<file path="config.mk">
export PLATFORM = sky130hd
export DESIGN_NAME = ffra_dot_flat
export DESIGN_NICKNAME = d
export VERILOG_FILES = /design/src/rtl/ffra_dot_if.sv /design/src/rtl/ffra_dot.sv /design/src/flat_wrapper.sv
export SDC_FILE = /design/constraint.sdc
export NUM_CORES = 1
export LEC_CHECK = 0
export CAP_MARGIN = 25
export CORE_MARGIN = 5
export CORE_UTILIZATION = 49
export DETAILED_ROUTE_END_ITERATION = 7
export PLACE_DENSITY = 0.85
export SYNTH_ARGS = -nofsm -noshare
export SYNTH_HDL_FRONTEND = slang
export SYNTH_SLANG_ARGS = --single-unit
</file>
<file path="constraint.sdc">
create_clock -name clk -period 3.3 [get_ports clk]
set_input_delay 0.66 -clock clk [delete_from_list [all_inputs] [get_ports clk]]
set_output_delay 0.66 -clock clk [all_outputs]
set_load 0.005 [all_outputs]
</file>
<file path="src/rtl/ffra_dot_if.sv">
// Operand-stream and result-stream handshake bundle for the ffra_dot sequencer.
interface ffra_dot_if;
  logic        in_valid;
  logic        in_ready;
  logic [7:0]  in_a;
  logic [7:0]  in_b;
  logic        res_valid;
  logic        res_ready;
  logic [15:0] res_data;
  logic        res_ovf;

  modport master (
    output in_valid, in_a, in_b, res_ready,
    input  in_ready, res_valid, res_data, res_ovf
  );

  modport slave (
    input  in_valid, in_a, in_b, res_ready,
    output in_ready, res_valid, res_data, res_ovf
  );
endinterface

</file>
<file path="src/rtl/ffra_dot.sv">
// Dot-product sequencer feeding the ffra multiply-add core (bias + sum a_i*b_i, mod 2^16).
// Optional wrap detection is enabled by defining FFRA_DOT_OVF_EN.
module ffra_dot #(
  parameter int unsigned MAC_LAT = 1,
  parameter int unsigned LEN_W   = 8
) (
  input  logic             clk,
  input  logic             rst_n,
  input  logic             start,
  input  logic [LEN_W-1:0] cfg_len,
  input  logic [15:0]      bias,
  ffra_dot_if.slave        bus,
  output logic [7:0]       mac_a,
  output logic [7:0]       mac_b,
  output logic [15:0]      mac_ci,
  input  logic [15:0]      mac_o,
  output logic             busy
);

  typedef enum logic [1:0] {IDLE, RUN, WAIT, DONE} state_t;

  state_t           state;
  logic [15:0]      acc;
  logic [LEN_W-1:0] rem;
  logic [1:0]       wcnt;
  logic             capture;
  logic             last;

  always_comb begin
    capture = (state == WAIT) && (wcnt == 2'd0);
    last    = (rem == LEN_W'(1));
  end

  always_ff @(posedge clk) begin
    if (!rst_n) begin
      state         <= IDLE;
      acc           <= '0;
      rem           <= '0;
      wcnt          <= '0;
      mac_a         <= '0;
      mac_b         <= '0;
      mac_ci        <= '0;
      busy          <= 1'b0;
      bus.in_ready  <= 1'b0;
      bus.res_valid <= 1'b0;
      bus.res_data  <= '0;
    end else begin
      unique case (state)
        IDLE: begin
          if (start) begin
            acc  <= bias;
            rem  <= cfg_len;
            busy <= 1'b1;
            if (cfg_len == '0) begin
              state         <= DONE;
              bus.res_valid <= 1'b1;
              bus.res_data  <= bias;
            end else begin
              state        <= RUN;
              bus.in_ready <= 1'b1;
            end
          end
        end
        RUN: begin
          if (bus.in_valid && bus.in_ready) begin
            mac_a        <= bus.in_a;
            mac_b        <= bus.in_b;
            mac_ci       <= acc;
            wcnt         <= 2'(MAC_LAT);
            bus.in_ready <= 1'b0;
            state        <= WAIT;
          end
        end
        WAIT: begin
          if (!capture) begin
            wcnt <= wcnt - 2'd1;
          end else begin
            acc <= mac_o;
            rem <= rem - LEN_W'(1);
            if (last) begin
              state         <= DONE;
              bus.res_valid <= 1'b1;
              bus.res_data  <= mac_o;
            end else begin
              state        <= RUN;
              bus.in_ready <= 1'b1;
            end
          end
        end
        DONE: begin
          if (bus.res_ready) begin
            state         <= IDLE;
            bus.res_valid <= 1'b0;
            busy          <= 1'b0;
          end
        end
        default: state <= IDLE;
      endcase
    end
  end

`ifdef FFRA_DOT_OVF_EN
  // a*b < 2^16, so a sum smaller than its ci input can only mean a wrap.
  logic ovf_flag;
  logic wrap;

  always_comb wrap = capture && (mac_o < mac_ci);

  always_ff @(posedge clk) begin
    if (!rst_n) begin
      ovf_flag    <= 1'b0;
      bus.res_ovf <= 1'b0;
    end else begin
      if (state == IDLE && start) ovf_flag <= 1'b0;
      else if (wrap)              ovf_flag <= 1'b1;
      if (capture && last)                      bus.res_ovf <= ovf_flag | wrap;
      else if (state == DONE && bus.res_ready)  bus.res_ovf <= 1'b0;
    end
  end
`else
  assign bus.res_ovf = 1'b0;
`endif

endmodule

</file>
<file path="src/flat_wrapper.sv">
// flat-port wrapper written by rule: the top's interface ports become plain ports
module ffra_dot_flat 
#(
  parameter int unsigned MAC_LAT = 1,
  parameter int unsigned LEN_W   = 8
)
  (clk, rst_n, start, cfg_len, bias, mac_a, mac_b, mac_ci, mac_o, busy, bus_in_valid, bus_in_a, bus_in_b, bus_res_ready, bus_in_ready, bus_res_valid, bus_res_data, bus_res_ovf);
  ffra_dot_if bus_i ();
  input  logic clk;
  input  logic rst_n;
  input  logic start;
  input  logic [LEN_W-1:0] cfg_len;
  input  logic [15:0] bias;
  output logic [7:0] mac_a;
  output logic [7:0] mac_b;
  output logic [15:0] mac_ci;
  input  logic [15:0] mac_o;
  output logic busy;
  input wire logic [$bits(bus_i.in_valid)-1:0] bus_in_valid;
  input wire logic [$bits(bus_i.in_a)-1:0] bus_in_a;
  input wire logic [$bits(bus_i.in_b)-1:0] bus_in_b;
  input wire logic [$bits(bus_i.res_ready)-1:0] bus_res_ready;
  output wire logic [$bits(bus_i.in_ready)-1:0] bus_in_ready;
  output wire logic [$bits(bus_i.res_valid)-1:0] bus_res_valid;
  output wire logic [$bits(bus_i.res_data)-1:0] bus_res_data;
  output wire logic [$bits(bus_i.res_ovf)-1:0] bus_res_ovf;
  assign bus_i.in_valid = bus_in_valid;
  assign bus_i.in_a = bus_in_a;
  assign bus_i.in_b = bus_in_b;
  assign bus_i.res_ready = bus_res_ready;
  assign bus_in_ready = bus_i.in_ready;
  assign bus_res_valid = bus_i.res_valid;
  assign bus_res_data = bus_i.res_data;
  assign bus_res_ovf = bus_i.res_ovf;
  ffra_dot #(.MAC_LAT(MAC_LAT), .LEN_W(LEN_W)) u_core (.clk(clk), .rst_n(rst_n), .start(start), .cfg_len(cfg_len), .bias(bias), .bus(bus_i), .mac_a(mac_a), .mac_b(mac_b), .mac_ci(mac_ci), .mac_o(mac_o), .busy(busy));
endmodule
</file>
==> results.md <==
* Synth cell types at 46
* Buf/Inv on CP at 1
* FP Rows at 30
* Synth Area in XOR/XNOR at 0%
* ANT cells at 0
* Initial antenna violation count at 0
* Die H at 93.8 um
* Final Net Count at 551
* DRC Markers at 0
* Critical path arrival at 2.88 ns
* Seq/Total Area, Yosys at 46.0%
* Total track usage at 20.0%
* Total Wirelength at 9020 um
* Worst-skew pair later-pin latency at 0.34 ns
* Post-synthesis mux area share at 5.28%
* Worst-path clk slew at 0.08 ns
* Vias at 3121
* Area Overhead vs Synth at 38.4%
* #FFs+latches synth at 79
* I/O pins at 113
* Post-place setup slack at 0.516 ns
* Fraction of the mapped netlist area in compound gates at 22.1%
* Req. time, crit path at 3.58 ns
* Final ANT Viol Nets at 0
* Worst relative slew slack at 51.5%
* Crit path cell chain: inv_1 > ha_1 > nor2_1 > or3_4 > nor3_4 > o221a_1
* Largest net degree at the start of global routing at 41
* Combinational Power Share at 43.7%
* Startpoint types: flop
* Reg area at 1580 um2
* Leading cell type in the layout, fill and taps excluded: clkdlybuf4s50_1
* Core area at 6790 um2
* Fin. Hold Viols at 0
* Cell-internal power at 2.39 mW
* Port Buffers at 111
* Vias in the first global route at 2893
* Slowest-stage cell, CP: nor3_4
* Crit-path leading delay family: simple AND/OR/NAND/NOR gates
* Max IR drop VDD at 363 uV
* Post-synthesis simple-gate area fraction at 18.2%
* Total negative slack at 0 ns
* Adder-Cell Fraction of Synth Area at 3.28%
* CP peak stage delay at 0.57 ns
* RSZ-0062 raised after global routing: no
* Drt initial violations at 213
* Initial Util at 50.6%
* CTS tree: yes
* CTS resizes at 0
* Setup bufs post-CTS at 0
* Post-synth EDFFs at 0
* Leakage power at 1.81 nW
* F_max at 384 MHz
* Commonest non-fill, non-tap cells in the layout: clkdlybuf4s50_1 (111), nand2_1 (88), dfxtp_1 (79)
* RePlAce Congestion at 0.820
* Worst reg2reg path depth at 6
* YS warnings at 0
* CTS max path bufs at 2
* CTS buffer count at 9
* Status: complete, no violations
* Hold_buf cts at 0
* Die ar. at 8790 um2
* Largest family of logic cells by synthesized area: compound AO/OA/AOI/OAI gates
* Net load switching power at 1.41 mW
* Vias per inst at 5.38
* H-tree depth at 3
* Fin. max-slew vios at 0
* Average wire per standard cell at 15.5 um
* Measured slew at the worst slew-check pin at 0.723 ns
* Tcrit/Tclk final at 78.9%
* Cell area after synthesis at 3440 um2
* Clk_skew at 0.00693 ns
* Clock Sinks at 79
* Max Cap Viol at 0
* Min cycle time layout at 2.60 ns
* Area of the multi-input gates at 1690 um2
* First-pass GRT wire length at 13900 um
* Pwr dens at 798 nW/um2
* Clock Power Share at 17.7%
* Syn Inst Count at 380
* Worst-path fanout max at 18
* Tot Pwr at 3.80 mW
* Min-Delay Path Class: reg2reg
* Layout Cells excl Fill at 580
* TritonRoute pass-1 iters at 5
* Layout cell share with drive strength beyond 1 at 5.58%
* HPWL after detailed placement at 6440 um
* Crit path kind: reg2reg
* GRT overflow at 0
* Setup violators final at 0
* Root Buffer: clkbuf_8
* Sequential group share of total power at 38.6%
* Critical Path Sink Type: flop
* Ys flop type: dfxtp_1
* WHS Path Cells at 2
* Syn Nets at 450
* CP Depth at 6
* Width of the die at 93.8 um
* # fillers at 535
* Post-Syn Area per Cell at 9.04 um2
* Fraction of power spent switching nets at 37.0%
* Worst setup margin at 0.697 ns
* Share of flip-flops with an asynchronous set or reset at 0%
* Dpl cells at 566
[registers in the layout, indices dropped and copies added, names as in the netlist]
register / count
u_core.acc: 16
u_core.bus.in_ready: 1
u_core.bus.res_data: 16
u_core.bus.res_valid: 1
u_core.busy: 1
u_core.mac_a: 8
u_core.mac_b: 8
u_core.mac_ci: 16
u_core.rem: 8
u_core.state: 2
u_core.wcnt: 2
[final timing paths]
path,start,to,slack [ns]
setup / recovery,u_core.state[0],u_core.bus.res_data[12],0.70
hold / removal,u_core.mac_b[1],u_core.mac_b[1],0.46
setup reg to reg,u_core.state[0],u_core.bus.res_data[12],0.70
hold reg to reg,u_core.mac_b[1],u_core.mac_b[1],0.46
[per-stage QoR]
stage / util (%) / area [um2] / hold WS (ns)
after global routing: 70.0 / 4760 / 0.476
after detailed placement: 67.4 / 4580 / 0.446
final: 70.0 / 4760 / 0.455
after CTS: 70.0 / 4760 / 0.458
after floorplan: - / 3440 / 0.432
after global placement: 67.4 / 4580 / 0.439
[final cells by class]
class	instances	share of cell area (%)
multi-input cells	265	35.5
flip-flops and latches	79	33.2
repair buffers	117	24.3
clock buffers	11	2.76
well taps	96	2.52
clock inverters	3	0.973
inverters	9	0.710
[kinds of logic (layout without fill, tap and decap cells)]
| group | count (synthesis) | count (layout) |
|---|---|---|
| AND/OR/NAND/NOR | 136 | 136 |
| AO/OA/AOI/OAI | 101 | 101 |
| flip-flops | 79 | 79 |
| buffers and inverters | 36 | 140 |
| multiplexers | 18 | 18 |
| adder cells (fa/ha/maj) | 9 | 9 |
| other | 1 | 1 |
[synth_stat cells, types with 2 or more instances]
cell type	number	share of area [%]
a211oi_1	3	0.66
a21oi_1	44	6.4
a41oi_1	2	0.51
and3_1	2	0.36
buf_6	3	0.98
clkbuf_1	21	2.3
dfxtp_1	79	46
ha_1	9	3.3
inv_1	8	0.87
mux2i_1	17	5.0
nand2_1	88	9.6
nand2b_1	4	0.73
nand3_1	2	0.29
nand4_1	2	0.36
nor2_1	17	1.9
nor2b_1	4	0.73
nor3_1	3	0.44
nor4_1	3	0.55
o211a_1	16	4.7
o21ai_0	2	0.29
o21ai_1	5	0.73
o221a_1	20	6.6
or3_1	3	0.55
[power groups by stage]
stage	clock network [mW]	logic [mW]	registers (mW)
after detailed placement	0	1.65	1.47
final	0.674	1.66	1.46
after global routing	0.731	1.82	1.50
after CTS	0.686	1.66	1.46
after floorplan	0	1.12	1.44
after global placement	0	1.61	1.46
[worst register-to-register path, stage by stage, from the launching register on]
cell     delay (ns)
dfxtp_1        0.35
inv_1          0.14
ha_1           0.55
nor2_1         0.19
or3_4          0.46
nor3_4         0.57
o221a_1        0.29
[layer usage]
metal,global-route usage (%),vias to the layer above,wire length (um)
li1,-,1542,-
met1,24.0,1455,3710
met2,32.8,120,4240
met3,7.93,4,999
met4,6.38,0,62
met5,0,-,0
Power figures use the tool's default switching activity.
